===== src/rtl/future_mix_pkg.sv =====
// rtl/future_mix_pkg.sv - shared column mix definitions for the encrypt and decrypt datapaths
package future_mix_pkg;

  localparam int COL_W = 16;
  localparam int NIB_W = 4;

  typedef enum logic [1:0] {
    IDLE = 2'd0,
    RUN  = 2'd1,
    DONE = 2'd2
  } m1_inv_state_t;

  function automatic logic [COL_W-1:0] fwd_mix_col(input logic [COL_W-1:0] n);
    logic [NIB_W-1:0] n0, n1, n2, n3;
    n0 = n[3:0];
    n1 = n[7:4];
    n2 = n[11:8];
    n3 = n[15:12];
    return {n2, n0 ^ n1, n0, n3 ^ n2};
  endfunction

  function automatic logic [COL_W-1:0] inv_mix_col(input logic [COL_W-1:0] c);
    logic [NIB_W-1:0] c0, c1, c2, c3;
    c0 = c[3:0];
    c1 = c[7:4];
    c2 = c[11:8];
    c3 = c[15:12];
    return {c0 ^ c3, c3, c2 ^ c1, c1};
  endfunction

endpackage


===== src/rtl/m1_inv_col.sv =====
// rtl/m1_inv_col.sv - combinational inverse mix of one 16-bit column
module m1_inv_col
  import future_mix_pkg::*;
(
  input  logic [COL_W-1:0] col,
  output logic [COL_W-1:0] mixed
);

  assign mixed = inv_mix_col(col);

endmodule


===== src/rtl/m1_inv_seq.sv =====
// rtl/m1_inv_seq.sv - column-serial inverse mix; optional self-check via M1_INV_SELFCHECK_EN
module m1_inv_seq
  import future_mix_pkg::*;
#(
  parameter int NUM_COLS = 4
) (
  input  logic                      clk,
  input  logic                      rst,
  input  logic                      in_valid,
  output logic                      in_ready,
  input  logic [COL_W*NUM_COLS-1:0] in_data,
  output logic                      out_valid,
  input  logic                      out_ready,
  output logic [COL_W*NUM_COLS-1:0] out_data,
`ifdef M1_INV_SELFCHECK_EN
  output logic                      busy,
  output logic                      chk_err
`else
  output logic                      busy
`endif
);

  localparam int IDX_W = (NUM_COLS > 1) ? $clog2(NUM_COLS) : 1;
  localparam logic [IDX_W-1:0] LAST_IDX = IDX_W'(NUM_COLS - 1);

  m1_inv_state_t                 state;
  logic [IDX_W-1:0]              col_idx;
  logic [COL_W*NUM_COLS-1:0]     work;
  logic [COL_W-1:0]              cur_col;
  logic [COL_W-1:0]              inv_col;

  assign cur_col  = work[col_idx*COL_W +: COL_W];
  assign out_data = work;

  m1_inv_col u_col (
    .col   (cur_col),
    .mixed (inv_col)
  );

  always_ff @(posedge clk or posedge rst) begin
    if (rst) begin
      state     <= IDLE;
      col_idx   <= '0;
      work      <= '0;
      in_ready  <= 1'b1;
      out_valid <= 1'b0;
      busy      <= 1'b0;
    end else begin
      case (state)
        IDLE: begin
          if (in_valid) begin
            work     <= in_data;
            col_idx  <= '0;
            state    <= RUN;
            in_ready <= 1'b0;
            busy     <= 1'b1;
          end
        end
        RUN: begin
          work[col_idx*COL_W +: COL_W] <= inv_col;
          // Exit on the terminal count so col_idx never needs to wrap.
          if (col_idx == LAST_IDX) begin
            state     <= DONE;
            busy      <= 1'b0;
            out_valid <= 1'b1;
          end else begin
            col_idx <= col_idx + 1'b1;
          end
        end
        DONE: begin
          if (out_ready) begin
            state     <= IDLE;
            out_valid <= 1'b0;
            in_ready  <= 1'b1;
          end
        end
        default: begin
          state     <= IDLE;
          in_ready  <= 1'b1;
          out_valid <= 1'b0;
          busy      <= 1'b0;
        end
      endcase
    end
  end

`ifdef M1_INV_SELFCHECK_EN
  // Compare against a copy of the captured state, so corruption of work is caught.
  logic [COL_W*NUM_COLS-1:0] orig;
  logic [COL_W-1:0]          orig_col;

  assign orig_col = orig[col_idx*COL_W +: COL_W];

  always_ff @(posedge clk or posedge rst) begin
    if (rst) begin
      orig    <= '0;
      chk_err <= 1'b0;
    end else if (state == IDLE && in_valid) begin
      orig    <= in_data;
      chk_err <= 1'b0;
    end else if (state == RUN && fwd_mix_col(inv_col) != orig_col) begin
      chk_err <= 1'b1;
    end
  end
`endif

endmodule

===== config.mk =====
export PLATFORM = sky130hd
export DESIGN_NAME = m1_inv_seq
export DESIGN_NICKNAME = d
export VERILOG_FILES = /design/src/rtl/future_mix_pkg.sv /design/src/rtl/m1_inv_col.sv /design/src/rtl/m1_inv_seq.sv
export SDC_FILE = /design/constraint.sdc
export NUM_CORES = 1
export LEC_CHECK = 0
export ABC_AREA = 1
export CAP_MARGIN = 5
export CELL_PAD_IN_SITES_DETAIL_PLACEMENT = 1
export CELL_PAD_IN_SITES_GLOBAL_PLACEMENT = 2
export CORE_UTILIZATION = 27
export CTS_CLUSTER_DIAMETER = 50
export DETAILED_ROUTE_END_ITERATION = 7
export PLACE_DENSITY = 0.9
export SYNTH_ARGS = -nofsm -noshare
export SYNTH_HDL_FRONTEND = slang
export SYNTH_SLANG_ARGS = --single-unit

===== constraint.sdc =====
create_clock -name clk -period 7.95 [get_ports clk]
set_input_delay 2.385 -clock clk [delete_from_list [all_inputs] [get_ports clk]]
set_output_delay 2.385 -clock clk [all_outputs]
set_load 0.01 [all_outputs]

==> metrics.md <==
| Metric | Value |
|---|---|
| Die Area | 0.0176 mm^2 |
| Final setup vio count | 0 |
| Post-synthesis xor/xnor area fraction | 0% |
| Avg Cell Area, Syn | 6.52 um^2 |
| Clk pin slew, worst setup/hold paths | ~60 ps |
| R2r setup slk | just under 4000 ps |
| Slew Limit Fails | 0 |
| Met3 Track Usage GR | under 10% |
| Hold_sp | in_ready$_DFFE_PP1P_ |
| Row cnt | 47 |
| Post-synth cell types | 27 |
| Synth warn | 0 |
| Iter 0 DRT Violations | approximately 210 |
| Share of layout cells above drive strength 1 | about 5.2% |
| Die Span X | approximately 130 um |
| Synthesized net count | between 700 and 800 |
| Worst Setup Start Kind | register |
| Vias in the first global route | between 5,000 and 6,000 |
| Ranking of synthesized cells by area | dfrtp_1 (38%), nand2_1 (26%), nand3_1 (6.2%) |
| First-pass GRT wire length | 28.4 mm |
| Layout area overhead | 37.8% |
| Final Cycle Share | 50.3% |
| Seq cells post-synth | between 70 and 80 |
| Starting Density | between 20% and 30% |
| Multiplexer share of the synthesized area | 0% |
| Routed via count | slightly below 5,000 |
| Critical Path AT | 4170 ps |
| Post-DR wirelength/cell | 17.1 um |
| Synth Area in Simple Gates | 42.6% |
| Post-Syn Instances | between 700 and 800 |
| Register area share after synthesis | between 30% and 40% |
| Buffer depth of the longest clock path | 2 |
| Die Y-Extent | around 130 um |
| Hold Crit Class | reg -> reg |
| Slowest stage delay, CP | approximately 1100 ps |
| Cell Area, Synth | ~0.0046 mm^2 |
| Most frequent cells after synthesis | nand2_1 (315), dfrtp_1 (70), nor2_1 (58), nand3_1 (57), inv_1 (49) |
| H-tree levels | 3 |
| Status | complete, no violations |
| Post CTS Setup Buffer Count | 0 |
| Worst slew margin | between 10% and 20% |
| Top delay family on crit path | buffers and inverters |
| Maximum capacitance violations | 0 |
| Asr flop ratio synth | between 90% and 100% |
| CP cell instances | buf_4 -> inv_2 -> ha_1 -> inv_2 -> o21ai_2 -> a31oi_1 |
| Root Driver | clkbuf_16 |
| Reg2reg start | col_idx[0]$_DFFE_PP0P_ |
| Peak VDD IR | about 0.16 mV |
| Slowest stage cell, crit path | o21ai_2 |
| Reg-to-Reg End | out_data[8]$_DFFE_PP0P_ |
| PD cells | 503 mW/mm^2 |
| Final net count | between 800 and 900 |
| Port buffer count | between 100 and 150 |
| Ports | between 100 and 150 |
| Hold_buf cts | 0 |
| Worst-path fanout max | about 60 |
| RSZ-0062 raised after global routing | false |
| Fin util | between 30% and 40% |
| Design Area, Final | between 0.006 and 0.007 mm^2 |
| Least-Margin Pin Slew | between 1000 and 1500 ps |
| Crit path time final | 4000 ps |
| Antenna violations before repair | 0 |
| Clk sinks | between 70 and 80 |
| Largest net degree at the start of global routing | 73 |
| Worst-skew pair later-pin latency | about 340 ps |
| Clock Skew | about 8.4 ps |
| Hold Path Cell Cnt | 2 |
| DR vias/cell | around 4.8 |
| Post-synth top area cell | dfrtp_1 |
| HPWL Detailed | 13.1 mm |
| Req. time, crit path | between 8000 and 9000 ps |
| Synth Flop Type | dfrtp_1 |
| Post-route antenna net violation count | 0 |
| ANT cells | 0 |
| GPL Wtd Cong | about 0.8 |
| Main combinational cell family by area after synthesis | simple AND/OR/NAND/NOR gates |
| Max Clk Rate | around 250 MHz |
| Post-synthesis compound-gate area fraction | 8.86% |
| Hold endpoint | in_ready$_DFFE_PP1P_ |
| Post-synth top area share | a little under two fifths |
| Number of CTS-inserted buffers | 9 |
| Post_cts resized | 0 |
| TNS Setup | 0 ps |
| Nature of the critical path endpoint | register |
| Initial DRT Pass Iterations | 5 |
| Drt drc | 0 |
| CTS tree | yes |
| GR Overflow Total | 0 |
| Area after DPL | approximately 0.006 mm^2 |
| Met1 usage | around 31% |
| Wirelength, routed | 17.8 mm |
| Crit path kind | reg -> reg |
| Pleak | 2.99 nW |
| Critical path buffer and inverter count | 3 |
| GR Layer Usage met2 | 30.3% |
| Post-Synth Adder-Cell Area | 1.08% |
| Most Frequent Cell on Critical Path | inv_2 |
| Count leader, synth | nand2_1 |
| Total track usage | a little over a fifth |
| R2r worst-path depth | 6 |
| EDFF count, synth | 0 |
| GR peak layer | met1 |
| Floorplan Core Area | 0.0166 mm^2 |
| Hold Vio Cnt, Final | 0 |
per-layer routing:
layer	share of wire [%]	wire, um
met4	2.0	364
met2	43	7710
met1	50	8950
met5	0	0
met3	4.6	820
registers in the layout, summed over array words and instances (netlist names):
name / count
out_data: 64
col_idx: 2
state: 2
in_ready: 1
out_valid: 1
busy: 1
area by class of cell:
type                            instances  area [um^2]
Clock buffer                           12          246
Sequential cell                        71         1780
Timing Repair Buffer                  140         1390
Tap cell                              220          275
Inverter                               53          199
Clock inverter                          4         45.0
Fill cell                            2107        10300
Multi-Input combinational cell        541         2430
cells by family (layout without fill, tap and decap cells):
kind of cell | count (synthesis) | count (layout)
adder cells (fa/ha/maj) | 4 | 4
flip-flops | 71 | 71
buffers and inverters | 97 | 209
AO/OA/AOI/OAI | 69 | 69
AND/OR/NAND/NOR | 468 | 468
where the power goes:
group	switching, W	total (W)	internal [W]	leakage (nW)
combinational	0.00129	0.00203	0.000740	2.01
sequential	0.000203	0.000762	0.000558	0.832
clock	0.000162	0.000412	0.000250	0.146
total	0.00165	0.00320	0.00155	2.99
metrics by stage:
step	hold WS, ps	worst slack [ps]	cells	power (W)
after floorplan	487	3770	709	0.00195
after global placement	489	3700	1025	0.00275
after CTS	503	3950	1041	0.00322
final	492	3950	1041	0.00320
after global routing	547	3620	1041	0.00347
after detailed placement	494	3620	1025	0.00279
worst max path at each step:
stage | start | endpoint | depth (start not counted)
2_1_floorplan | rst | busy$_DFFE_PP0P_ | 1
3_3_place_gp | in_valid | out_data[63]$_DFFE_PP0P_ | 6
3_5_place_dp | in_valid | out_data[54]$_DFFE_PP0P_ | 6
4_1_cts | col_idx[0]$_DFFE_PP0P_ | out_data[8]$_DFFE_PP0P_ | 6
5_1_grt | col_idx[0]$_DFFE_PP0P_ | out_data[8]$_DFFE_PP0P_ | 7
6_report | col_idx[0]$_DFFE_PP0P_ | out_data[8]$_DFFE_PP0P_ | 6
layout by cell type (no fill, tap or decap), types with 2 or more instances in the layout:
cell type        count
inv_2                4
o21ai_2              2
a31oi_1             40
buf_4                6
a22oi_1              4
clkbuf_1             2
nor2_1              58
nor3_1               7
a21oi_1             16
clkdlybuf4s50_1    134
clkbuf_16            9
nor3_2               5
nand2_2              7
dfrtp_1             69
nor4_4               2
clkinv_2             3
o21ai_0              4
nand3_1             57
inv_1               48
nand2_1            315
nand4_1             16
ha_1                 4
worst register-to-register path, delay by kind of cell (launching register included):
family                   cells  cell delay, ps
AO/OA/AOI/OAI                2            1260
adder cells (fa/ha/maj)      1             600
buffers and inverters        3            1580
flip-flops                   1             390
No activity file was read; power rests on OpenSTA's default activity.
